File: config.mk
export PLATFORM = sky130hd
export DESIGN_NAME = pipelined_cla_adder
export DESIGN_NICKNAME = d
export VERILOG_FILES = /design/src/rtl/pipelined_adder_pkg.sv /design/src/rtl/pipelined_cla_adder_cla.sv /design/src/rtl/pipelined_cla_adder.sv
export SDC_FILE = /design/constraint.sdc
export NUM_CORES = 1
export LEC_CHECK = 0
export CORE_MARGIN = 2
export CORE_UTILIZATION = 40
export DETAILED_ROUTE_END_ITERATION = 10
export PLACE_DENSITY = 0.58
export SETUP_SLACK_MARGIN = 0.15
export SYNTH_ARGS = -nofsm -noshare
export SYNTH_HDL_FRONTEND = slang
export SYNTH_SLANG_ARGS = --single-unit
File: constraint.sdc
create_clock -name clk_i -period 3.65 [get_ports clk_i]
set_input_delay 0.365 -clock clk_i [delete_from_list [all_inputs] [get_ports clk_i]]
set_output_delay 0.365 -clock clk_i [all_outputs]
set_load 0.02 [all_outputs]
File: src/rtl/pipelined_adder_pkg.sv
// pipelined_adder_pkg
//   Shared definitions for the pipelined carry-lookahead adder.
//   - SQRT_WIDTH / SQRT_BLOCK : default operand width and slice width used by
//     the square-root remainder-update datapath.
//   - cdiv(a, b)              : ceiling division, used to derive the number of
//     pipeline stages from WIDTH and BLOCK.
package pipelined_adder_pkg;

  localparam int SQRT_WIDTH = 17;
  localparam int SQRT_BLOCK = 4;

  function automatic int cdiv(input int a, input int b);
    return (a + b - 1) / b;
  endfunction

endpackage

File: src/rtl/pipelined_cla_adder_cla.sv
// pipelined_cla_adder_cla
//   Combinational carry-lookahead adder for one pipeline slice.
//   Ports:
//     A_i  [WIDTH]  operand A slice
//     B_i  [WIDTH]  operand B slice (already inverted for subtraction)
//     Ci_i          carry into the slice
//     S_o  [WIDTH]  sum slice
//     Co_o          carry out of the slice
module pipelined_cla_adder_cla
  import pipelined_adder_pkg::*;
#(
  parameter int WIDTH = SQRT_BLOCK
) (
  input  logic [WIDTH-1:0] A_i,
  input  logic [WIDTH-1:0] B_i,
  input  logic             Ci_i,
  output logic [WIDTH-1:0] S_o,
  output logic             Co_o
);

  logic [WIDTH-1:0] gen;
  logic [WIDTH-1:0] prop;
  logic [WIDTH:0]   carry;
  logic             term;
  logic             run;

  assign gen  = A_i & B_i;
  assign prop = A_i ^ B_i;

  // Each carry is expanded in flattened sum-of-products form from the slice
  // carry-in, so no carry depends on another carry of the same slice.
  always_comb begin
    carry    = '0;
    term     = 1'b0;
    run      = 1'b0;
    carry[0] = Ci_i;
    for (int i = 0; i < WIDTH; i++) begin
      term = gen[i];
      run  = prop[i];
      for (int j = i - 1; j >= 0; j--) begin
        term = term | (run & gen[j]);
        run  = run & prop[j];
      end
      carry[i+1] = term | (run & Ci_i);
    end
  end

  assign S_o  = prop ^ carry[WIDTH-1:0];
  assign Co_o = carry[WIDTH];

endmodule

File: src/rtl/pipelined_cla_adder.sv
// pipelined_cla_adder
//   Pipelined carry-lookahead adder/subtractor. The operand is cut into
//   BLOCK-bit slices; stage k resolves slice k with the carry registered by
//   stage k-1. Upper operand slices are skewed forward, lower sum slices are
//   carried along (deskewed) so the full result leaves the last stage at once.
//   Latency is ceil(WIDTH/BLOCK) cycles, throughput one beat per cycle.
//   A single global enable (en = ~valid_o | ready_i) advances every stage.
//   Optional feature macro: PIPE_ADDER_OVF_EN adds the signed overflow output.
//   Ports:
//     clk_i, rst_i       clock, synchronous active-high reset
//     valid_i / ready_o  operand handshake (ready_o depends on ready_i, valid_o)
//     A_i, B_i           operands
//     Ci_i               carry-in (ignored when sub_i=1)
//     sub_i              1: A-B, 0: A+B+Ci
//     valid_o / ready_i  result handshake
//     S_o, Co_o          result and carry-out (subtract: 1 = no borrow)
//     ovf_o              signed overflow (PIPE_ADDER_OVF_EN only)
module pipelined_cla_adder
  import pipelined_adder_pkg::*;
#(
  parameter int WIDTH = SQRT_WIDTH,
  parameter int BLOCK = SQRT_BLOCK
) (
  input  logic             clk_i,
  input  logic             rst_i,
  input  logic             valid_i,
  output logic             ready_o,
  input  logic [WIDTH-1:0] A_i,
  input  logic [WIDTH-1:0] B_i,
  input  logic             Ci_i,
  input  logic             sub_i,
  output logic             valid_o,
  input  logic             ready_i,
  output logic [WIDTH-1:0] S_o,
  output logic             Co_o
`ifdef PIPE_ADDER_OVF_EN
  ,
  output logic             ovf_o
`endif
);

  localparam int NUM_STAGES = cdiv(WIDTH, BLOCK);
  localparam int LAST_W     = WIDTH - (NUM_STAGES - 1) * BLOCK;

  logic             en;
  logic [WIDTH-1:0] b_eff;
  logic             c_in;

  assign en      = ~valid_o | ready_i;
  assign ready_o = en;
  assign b_eff   = sub_i ? ~B_i : B_i;
  assign c_in    = sub_i | Ci_i;

  for (genvar k = 0; k < NUM_STAGES; k++) begin : g_stg
    localparam int SW   = (k == NUM_STAGES - 1) ? LAST_W : BLOCK;
    localparam int HI_W = k * BLOCK + SW;

    logic [SW-1:0]   sa;
    logic [SW-1:0]   sb;
    logic            cin;
    logic [SW-1:0]   cs;
    logic            cout;
    logic            vld_src;
    logic [HI_W-1:0] s_nxt;
    logic [HI_W-1:0] s_p;
    logic            c_p;
    logic            vld_p;

    if (k == 0) begin : g_src
      assign sa      = A_i[SW-1:0];
      assign sb      = b_eff[SW-1:0];
      assign cin     = c_in;
      assign vld_src = valid_i;
      assign s_nxt   = cs;
    end else begin : g_src
      assign sa      = g_stg[k-1].g_opnd.a_p[SW-1:0];
      assign sb      = g_stg[k-1].g_opnd.b_p[SW-1:0];
      assign cin     = g_stg[k-1].c_p;
      assign vld_src = g_stg[k-1].vld_p;
      assign s_nxt   = {cs, g_stg[k-1].s_p};
    end

    pipelined_cla_adder_cla #(
      .WIDTH (SW)
    ) u_cla (
      .A_i  (sa),
      .B_i  (sb),
      .Ci_i (cin),
      .S_o  (cs),
      .Co_o (cout)
    );

    // ---- stage k register boundary: sum slices 0..k, carry, valid ----
    always_ff @(posedge clk_i) begin
      if (rst_i) begin
        s_p   <= '0;
        c_p   <= 1'b0;
        vld_p <= 1'b0;
      end else if (en) begin
        s_p   <= s_nxt;
        c_p   <= cout;
        vld_p <= vld_src;
      end
    end

    if (k < NUM_STAGES - 1) begin : g_opnd
      localparam int UW = WIDTH - (k + 1) * BLOCK;

      logic [UW-1:0] a_nxt;
      logic [UW-1:0] b_nxt;
      logic [UW-1:0] a_p;
      logic [UW-1:0] b_p;

      if (k == 0) begin : g_skw
        assign a_nxt = A_i[WIDTH-1:BLOCK];
        assign b_nxt = b_eff[WIDTH-1:BLOCK];
      end else begin : g_skw
        assign a_nxt = g_stg[k-1].g_opnd.a_p[WIDTH-k*BLOCK-1:BLOCK];
        assign b_nxt = g_stg[k-1].g_opnd.b_p[WIDTH-k*BLOCK-1:BLOCK];
      end

      // ---- stage k register boundary: skewed operand slices k+1.. ----
      always_ff @(posedge clk_i) begin
        if (rst_i) begin
          a_p <= '0;
          b_p <= '0;
        end else if (en) begin
          a_p <= a_nxt;
          b_p <= b_nxt;
        end
      end
    end
  end

  assign S_o     = g_stg[NUM_STAGES-1].s_p;
  assign Co_o    = g_stg[NUM_STAGES-1].c_p;
  assign valid_o = g_stg[NUM_STAGES-1].vld_p;

`ifdef PIPE_ADDER_OVF_EN
  // The carry into the MSB is recovered from the MSB sum bit:
  // s = a ^ b ^ c_in_msb, so c_in_msb = a ^ b ^ s.
  function automatic logic ovf_calc(input logic a_msb, input logic b_msb,
                                    input logic s_msb, input logic c_out);
    return (a_msb ^ b_msb ^ s_msb) ^ c_out;
  endfunction

  logic ovf_p;

  // ---- last stage register boundary: overflow aligned with S_o ----
  always_ff @(posedge clk_i) begin
    if (rst_i) begin
      ovf_p <= 1'b0;
    end else if (en) begin
      ovf_p <= ovf_calc(g_stg[NUM_STAGES-1].sa[LAST_W-1],
                        g_stg[NUM_STAGES-1].sb[LAST_W-1],
                        g_stg[NUM_STAGES-1].cs[LAST_W-1],
                        g_stg[NUM_STAGES-1].cout);
    end
  end

  assign ovf_o = ovf_p;
`endif

endmodule
==> results of run 1 <==
-- stage by stage --
| stage | hold slack, ps | util | instance area, µm² |
|---|---|---|---|
| finish | 445 | 0.519 | 6280 |
| global route | 467 | 0.519 | 6280 |
| CTS | 450 | 0.519 | 6280 |
| detailed placement | 443 | 0.464 | 5620 |
| global placement | 440 | 0.464 | 5620 |
| floorplan | 432 | - | 5020 |
-- power by group --
group / internal (mW) / leakage, nW / switching, mW
Clock: 1.23 / 0.305 / 0.609
Combinational: 0.132 / 1.03 / 0.131
Sequential: 1.42 / 1.01 / 0.0429
-- cells by family after synthesis --
kind of cell               count (synthesis)
AOI/OAI and AO/OA                        147
and+or+nand+nor                          239
buffers and inverters                     48
DFF                                      123
xor gates and xnor gates                  21
adders and majority gates                 23
-- worst min-delay path by stage --
stage	depth (start not counted)	slack, ps	start	endpoint
6_report	2	450	S_o[2]$_SDFFE_PP0P_	S_o[2]$_SDFFE_PP0P_
5_1_grt	2	470	S_o[2]$_SDFFE_PP0P_	S_o[2]$_SDFFE_PP0P_
4_1_cts	2	450	S_o[2]$_SDFFE_PP0P_	S_o[2]$_SDFFE_PP0P_
3_5_place_dp	2	440	S_o[2]$_SDFFE_PP0P_	S_o[2]$_SDFFE_PP0P_
3_3_place_gp	2	440	g_stg[1].g_opnd.a_p[6]$_SDFFE_PP0P_	g_stg[1].g_opnd.a_p[6]$_SDFFE_PP0P_
2_1_floorplan	2	430	g_stg[0].g_opnd.a_p[10]$_SDFFE_PP0P_	g_stg[0].g_opnd.a_p[10]$_SDFFE_PP0P_
-- per-layer routing --
layer / wire length [µm] / track usage / up-vias
met3: 384 / 0.0497 / 11
li1: - / - / 2088
met5: 0 / 0 / -
met2: 4210 / 0.245 / 71
met1: 5260 / 0.212 / 1803
met4: 119 / 0.0635 / 0
-- registers in the layout, indices dropped and copies added, names as in the netlist --
name / count
S_o: 17
g_stg.g_opnd.a_p: 28
g_stg.g_opnd.b_p: 28
valid_o: 1
g_stg.c_p: 4
g_stg.vld_p: 4
g_stg.s_p: 40
Co_o: 1
-- worst max-delay path, cell delays in order --
cell and delay, ps:
clkdlybuf4s50_1 500, nor2b_4 60, inv_6 420, clkdlybuf4s50_1 730
-- Yosys cell counts (3+ instances only) --
master / count / area, µm²
a211oi_1: 21 / 158
o21ai_0: 9 / 45.0
ha_1: 18 / 225
xor2_1: 4 / 35.0
inv_1: 3 / 11.3
o211ai_1: 4 / 30.0
nor3b_1: 3 / 22.5
buf_4: 4 / 30.0
fa_1: 5 / 100
clkbuf_1: 14 / 52.6
a21oi_1: 99 / 495
nor3_1: 5 / 25.0
buf_6: 3 / 33.8
buf_2: 22 / 110
nand2_1: 191 / 717
xnor2_1: 17 / 149
nor2_1: 29 / 109
a31oi_1: 3 / 18.8
dfxtp_1: 123 / 2460
-- area by class of cell --
cell class | count | area share
sequential | 123 | 0.392
tap | 168 | 0.0335
timing repair buffer | 64 | 0.0996
multi-input combinational | 430 | 0.367
clock buffer | 18 | 0.0699
inverter | 4 | 0.00319
clock inverter | 14 | 0.0349
-- placed cells by master, fill, tap and decap left out, types with 2 or more instances in the layout --
cell	instances
clkdlybuf4s50_1	58
o21bai_1	2
ha_1	18
a21oi_1	99
inv_1	3
nand3_1	2
nor3b_1	3
a211oi_1	21
bufinv_16	5
nor2_1	29
buf_4	6
clkinv_4	2
xnor2_1	17
clkinvlp_4	5
o211ai_1	4
o21ai_0	9
xor2_1	4
a31oi_1	3
nor4b_1	2
fa_1	5
a32o_1	2
clkbuf_16	17
nor3_1	5
dfxtp_1	123
nor4_1	2
inv_6	2
and3_1	2
nand2_1	191
nand4b_1	2
==> impl_metrics.yaml, run 1 <==
floorplanning:
  die-area_mm2: 0.0135
  row_count: 40
  initial_core_util: 0.414
  die_h_um: 116
  die_x_um: 116
  core_area_mm2: 0.0121
  ios: 60
logic_synthesis:
  syn_area_per_cell_um2: 8.35
  synth_simple_gate_area_frac: 0.191
  ys_ff_latch: 123
  synth_top_family_by_area: "simple AND/OR/NAND/NOR gates"
  async_flop_share: 0
  yosys-mux-area-fraction: 0
  synthAdderAreaFrac: 0.0648
  synth-seq-area-share: 0.491
  synth-edff-count: 0
  syn_nets: 664
  synth_ff_type: "dfxtp_1"
  synth_xor_area_frac: 0.0366
  synthCells: 601
  synth_compound_area_frac: 0.167
  yosys_warnings: 0
  synthDistinctLibCells: 36
  syn_area_mm2: 0.00502
worst_setup_path:
  worst_r2r_path_depth: 6
  worst_r2r_endpoint: "g_stg[3].s_p[15]$_SDFFE_PP0P_"
  critPathMaxFanout: 90
  arrival_ps: 2100
  crit_path_start_kind: "primary input"
  reg2reg_from: "valid_o$_SDFFE_PP0P_"
  crit_end: "ready_o"
  worstSetupPathType: "primary input to output pin"
  r2r_slack_ps: 1450
  critPathLaunch: "ready_i"
  cp-end-kind: "output pin"
  required_ps: 3280
placed_design:
  place_ws_ps: 987
  place_hpwl_mm: 6.17
  placement.io_buffers: 59
  placedCellCount: 789
  gp_congestion: 0.749
cts:
  post_cts_buffers: 0
  cts_max_path_buffers: 2
  worstSkewPairLatency_ps: 410
  ctsResizeCount: 0
  h-tree-depth: 4
  root_buffer: "clkbuf_16"
  ctsHoldBuffers: 0
  cts_tree: "built"
  clk_pin_slew_ps: 60
  clkSinkCount: 123
  cts_made_buffers: 17
route:
  final_antenna_net_count: 0
  vias: 3973
  first_pass_iters: 4
  wire_per_inst_um: 12.1
  drtIter0Drc: 268
  remaining_drc_errors: 0
  vias_per_cell: 4.84
  wl_mm: 9.97
outcome:
  status: "finished, final reports clean"
sta:
  worstMarginPinSlew_ps: 781
  finalClockSkew_ps: 5.95
  clock.fmax_ghz: 0.406
  finalMaxSlewViolations: 0
  setup_viol: 0
  grt_setup_unrepaired: "false"
  fin_setup_tns_ps: 0
  fin_crit_sh: 0.675
  slew_headroom: 0.480
  min_period_ps: 2460
  worst_slack_ps: 1190
  final_hold_viol_count: 0
grt:
  grt_pass1_vias: 3881
  overflow: 0
  grtUsageTotal: 0.160
  grt_pass1_wl_mm: 17.2
  antenna_found_initial: 0
  grt_max_degree: 91
final_layout:
  final_layout_size_suffix_gt1_frac: 0.0613
  final_cells: 821
  multi_input_area_mm2: 0.00231
  antenna_cells: 0
  nets: 703
  fill_cells: 1187
  regArea_mm2: 0.00246
  area_delta_synth_final_pct: 25.2
power_and_ir_drop:
  peakVddDrop_mv: 0.251
  power_mw: 3.57
  p_leak_nw: 2.35
  powerDensity_mw_per_mm2: 567
flow_run:
  cap_violations: 0
worst_hold_path:
  holdCritPathClass: "register to register"
No activity file was read; power rests on OpenSTA's default activity.
==> run 2: changes to the inputs <==
==> constraint.sdc (replaced) <==
create_clock -name clk_i -period 2.44 [get_ports clk_i]
set_input_delay 0.244 -clock clk_i [delete_from_list [all_inputs] [get_ports clk_i]]
set_output_delay 0.244 -clock clk_i [all_outputs]
set_load 0.02 [all_outputs]
==> run 2 against run 1 <==
Compared with the run above: die area is the same; critical path type is now register to output pin; critical path depth shrank 1; worst setup slack lost 710 ps; sequential share of layout area is essentially flat; core utilization is essentially flat; sequential cell count is the same; sequential power grew 50%; routed wire length shrank 2.2%; design area is essentially flat; non-clock buffer count grew 1; first-iteration DRC count shrank 13%; count of clock-buffer cells in the layout grew 2.
==> impl_metrics.yaml, run 2 (synthesized netlist as in run 1, its figures left out) <==
route:
  first_pass_iters: 6
  wl_mm: 9.75
  final_antenna_net_count: 0
  drtIter0Drc: 232
  vias_per_cell: 4.85
  vias: 3988
  wire_per_inst_um: 11.9
  remaining_drc_errors: 0
final_layout:
  top_register: "g_stg.s_p"
  final_common_cell: "nand2_1"
  antenna_cells: 0
  nets: 704
  fill_cells: 1193
  final_layout_size_suffix_gt1_frac: 0.0596
  layout_common_cells: "191 x nand2_1, 123 x dfxtp_1, 99 x a21oi_1"
  area_delta_synth_final_pct: 25.3
  largestRegisters: "g_stg.s_p (40), g_stg.g_opnd.a_p (28), g_stg.g_opnd.b_p (28)"
  largest_register_ffs: 40
sta:
  setup_viol: 0
  fin_crit_sh: 0.803
  grt_setup_unrepaired: "false"
  final_hold_viol_count: 0
  worst_slack_ps: 480
  min_period_ps: 1960
  whs_ps: 381
  clock.fmax_ghz: 0.510
  slew_headroom: 0.657
  worstMarginPinSlew_ps: 514
  finalMaxSlewViolations: 0
  fin_setup_tns_ps: 0
  finalClockSkew_ps: 7.64
placed_design:
  placement.io_buffers: 59
  place_ws_ps: 218
  gp_congestion: 0.796
  place_hpwl_mm: 6.02
power_and_ir_drop:
  p_leak_nw: 2.36
  powerDensity_mw_per_mm2: 824
  peakVddDrop_mv: 0.465
cts:
  worstSkewPairLatency_ps: 410
  root_buffer: "clkbuf_16"
  cts_max_path_buffers: 2
  post_cts_buffers: 0
  cts_made_buffers: 17
  clk_pin_slew_ps: 60
  clkSinkCount: 123
  cts_tree: "built"
  ctsResizeCount: 0
  h-tree-depth: 4
  ctsHoldBuffers: 0
grt:
  overflow: 0
  grt_pass1_wl_mm: 16.7
  grtUsageTotal: 0.155
  grt_max_degree: 121
  grt_pass1_vias: 3768
  antenna_found_initial: 0
worst_setup_path:
  worstSetupPathType: "register to output pin"
  crit_path_start_kind: "register"
  critPathMaxFanout: 34
  cp-end-kind: "output pin"
  required_ps: 2200
  arrival_ps: 1720
floorplanning:
  die-area_mm2: 0.0135
  core_area_mm2: 0.0121
  die_x_um: 116
  die_h_um: 116
  ios: 60
  initial_core_util: 0.414
  row_count: 40
worst_hold_path:
  holdCritPathClass: "primary input to register"
flow_run:
  cap_violations: 0
outcome:
  status: "finished, final reports clean"
==> run 2: changes by cell type in the layout (fill, tap and decap cells not counted) <==
cell | before | now
bufinv_16 | 5 | 4
buf_12 | 0 | 3
inv_6 | 2 | 1
clkinv_2 | 1 | 4
clkbuf_1 | 0 | 2
buf_4 | 6 | 4
clkinvlp_4 | 5 | 3
clkinv_4 | 2 | 1
==> run 2: through the flow <==
stage / util / cells / area (µm²) / power [mW]
floorplan: - / 601 / 5020 / 2.48
global route: 0.519 / 822 / 6290 / 5.38
CTS: 0.519 / 822 / 6290 / 5.24
global placement: 0.468 / 790 / 5670 / 2.61
finish: 0.519 / 822 / 6290 / 5.18
detailed placement: 0.468 / 790 / 5670 / 2.63
==> run 2: final timing paths <==
| kind | startpoint | depth (start not counted) | end | slack [ps] |
|---|---|---|---|---|
| min | rst_i | 3 | valid_o$_SDFFE_PP0P_ | 380 |
| max | valid_o$_SDFFE_PP0P_ | 3 | ready_o | 480 |
| min reg2reg | g_stg[0].g_opnd.a_p[10]$_SDFFE_PP0P_ | 2 | g_stg[0].g_opnd.a_p[10]$_SDFFE_PP0P_ | 450 |
| max reg2reg | valid_o$_SDFFE_PP0P_ | 5 | g_stg[0].s_p[3]$_SDFFE_PP0P_ | 720 |
==> run 2: layout make-up <==
class                   instances  area (µm²)  share of cell area
clock buffers                  20         447              0.0710
clock inverters                12         171              0.0273
inverters                       4        20.0             0.00318
multi-input cells             430        2310               0.367
flip-flops and latches        123        2460               0.392
well taps                     168         210              0.0334
repair buffers                 65         671               0.107
==> run 2: critical path: stages (launching register included) <==
cell and delay [ps]:
dfxtp_1 310, nor2b_4 150, inv_6 190, clkdlybuf4s50_1 650
==> run 2: power by group <==
part / switching (mW) / total, mW / internal (mW)
registers: 0.0625 / 2.19 / 2.12
clock network: 0.869 / 2.60 / 1.73
logic: 0.198 / 0.400 / 0.202
==> run 2: routing by layer <==
metal,GRT usage,part of all wire,vias to the layer above
li1,-,-,2104
met1,0.209,0.52,1793
met5,0,0,-
met3,0.0424,0.035,16
met2,0.234,0.43,75
met4,0.0698,0.020,0
==> run 3: changes to the inputs <==
==> constraint.sdc (replaced) <==
create_clock -name clk_i -period 1.85 [get_ports clk_i]
set_input_delay 0.185 -clock clk_i [delete_from_list [all_inputs] [get_ports clk_i]]
set_output_delay 0.185 -clock clk_i [all_outputs]
set_load 0.02 [all_outputs]
==> run 3 against run 2 <==
Compared with the run above: via count is essentially flat; non-clock buffer count rose by 15; hold slack lost 280 ps; die area is the same; clock power up 45%; register-to-register slack worse by 410 ps; critical endpoint is now g_stg[0].s_p[2]$_SDFFE_PP0P_; largest cell class unchanged; largest power group unchanged; highest routed layer unchanged.
==> impl_metrics.yaml, run 3 (synthesized netlist as in run 1, its figures left out) <==
final_layout:
  largestRegisters: "g_stg.s_p (40), g_stg.g_opnd.a_p (28), g_stg.g_opnd.b_p (28)"
  layout_common_cells: "191 x nand2_1, 123 x dfxtp_1, 99 x a21oi_1"
  final_layout_size_suffix_gt1_frac: 0.0837
  nets: 719
  area_delta_synth_final_pct: 28.9
  largest_register_ffs: 40
  fin_area_mm2: 0.00647
  final_cells: 837
  top_register: "g_stg.s_p"
  antenna_cells: 0
  final_common_cell: "nand2_1"
cts:
  worstSkewPairLatency_ps: 400
  cts_max_path_buffers: 2
  clk_pin_slew_ps: 50
  post_cts_buffers: 0
  cts_tree: "built"
  clkSinkCount: 123
  cts_made_buffers: 17
  root_buffer: "clkbuf_16"
  h-tree-depth: 4
route:
  first_pass_iters: 4
  wl_mm: 9.78
  wire_per_inst_um: 11.7
  remaining_drc_errors: 0
  drtIter0Drc: 242
  vias_per_cell: 4.76
  final_antenna_net_count: 0
  vias: 3985
sta:
  worstMarginPinSlew_ps: 438
  fin_crit_sh: 0.865
  grt_setup_unrepaired: "false"
  min_period_ps: 1600
  final_hold_viol_count: 0
  finalClockSkew_ps: 9.69
  slew_headroom: 0.707
  fin_setup_tns_ps: 0
  clock.fmax_ghz: 0.625
  setup_viol: 0
  finalMaxSlewViolations: 0
worst_setup_path:
  arrival_ps: 1930
  worstSetupPathType: "primary input to register"
  cp_slowest_cell: "clkdlybuf4s50_1"
  required_ps: 2180
  crit_path_start_kind: "primary input"
  cp-end-kind: "register"
  crit_chain: "clkdlybuf4s50_1 -> buf_4 -> xor2_1 -> ha_1 -> a2111oi_1 -> a31oi_1 -> o21ai_0"
  critPathMaxFanout: 5
  slowest_delay_ps: 550
  cp_num_buf_inv: 2
  crit_family: "buffers and inverters"
grt:
  met1_usage: 0.216
  busiest_layer: "met2"
  grtUsageTotal: 0.155
  antenna_found_initial: 0
  grt_max_degree: 57
  met3_usage: 0.0549
  gr-usage-met2: 0.226
  grt_pass1_wl_mm: 16.8
  overflow: 0
  grt_pass1_vias: 3725
power_and_ir_drop:
  clkPwrFrac: 0.522
  p_leak_nw: 2.46
  p_comb_frac: 0.077
  p_sw_mw: 1.47
  p_int_mw: 5.72
  p_seq_frac: 0.401
  powerDensity_mw_per_mm2: 1110
  power_mw: 7.20
  peakVddDrop_mv: 0.525
  netSwitchingFraction: 0.205
floorplanning:
  core_area_mm2: 0.0121
  ios: 60
  die-area_mm2: 0.0135
  row_count: 40
  die_x_um: 116
  die_h_um: 116
  initial_core_util: 0.414
placed_design:
  place_hpwl_mm: 6.44
  gp_congestion: 0.795
  placed_area_mm2: 0.00578
  placement.io_buffers: 59
  placedCellCount: 805
worst_hold_path:
  holdCritPathClass: "primary input to register"
flow_run:
  cap_violations: 0
outcome:
  status: "finished, final reports clean"
==> run 3: changes by cell type in the layout (fill, tap and decap cells not counted), moves of 2 or more <==
| cell | before | now |
|---|---|---|
| buf_4 | 4 | 19 |
| clkinv_2 | 4 | 2 |
| clkbuf_8 | 1 | 3 |
| bufinv_16 | 4 | 6 |
==> run 3: repair_timing <==
item                                    4_1_cts  5_1_grt
endpoints found under the hold margin         0        0
resized for setup                             1        2
hold buffers                                  0        0
endpoints found under the setup margin        1        2
cloned                                        0        0
==> run 3: area by class of cell <==
type	count	area, µm²
fillers	1157	5640
flip-flops and latches	123	2460
multi-input cells	430	2310
repair buffers	80	782
clock buffers	21	470
clock inverters	11	214
well taps	168	210
inverters	4	20.0
==> run 3: metrics by stage <==
step / setup WS, ps / util / hold WS [ps]
final: 249 / 0.534 / 102
after global routing: 133 / 0.534 / 96.9
after CTS: 242 / 0.534 / 85.8
after detailed placement: -139 / 0.477 / 443
after global placement: -87.8 / 0.477 / 439
after floorplan: 199 / - / 325
==> run 3: per-layer routing <==
layer | vias to the layer above | routed length, µm
met3 | 7 | 392
met2 | 73 | 4110
li1 | 2129 | -
met1 | 1776 | 5200
met4 | 0 | 68
met5 | - | 0
==> run 3: worst paths after layout <==
| path | startpoint | slack, ps | cells past startpoint | end |
|---|---|---|---|---|
| max | sub_i | 250 | 7 | g_stg[0].s_p[2]$_SDFFE_PP0P_ |
| min | rst_i | 100 | 2 | g_stg[0].g_opnd.a_p[2]$_SDFFE_PP0P_ |
| max reg2reg | g_stg[1].g_opnd.b_p[0]$_SDFFE_PP0P_ | 310 | 5 | g_stg[2].c_p$_SDFFE_PP0P_ |
| min reg2reg | g_stg[1].g_opnd.b_p[5]$_SDFFE_PP0P_ | 450 | 2 | g_stg[2].g_opnd.b_p[1]$_SDFFE_PP0P_ |
==> run 3: power groups by stage <==
stage               combinational, mW  clock (mW)  sequential (mW)
detailed placement              0.549           0             2.94
floorplan                       0.341           0             2.93
CTS                             0.553        3.84             2.88
global route                    0.623        3.96             2.90
global placement                0.535           0             2.94
finish                          0.551        3.76             2.88
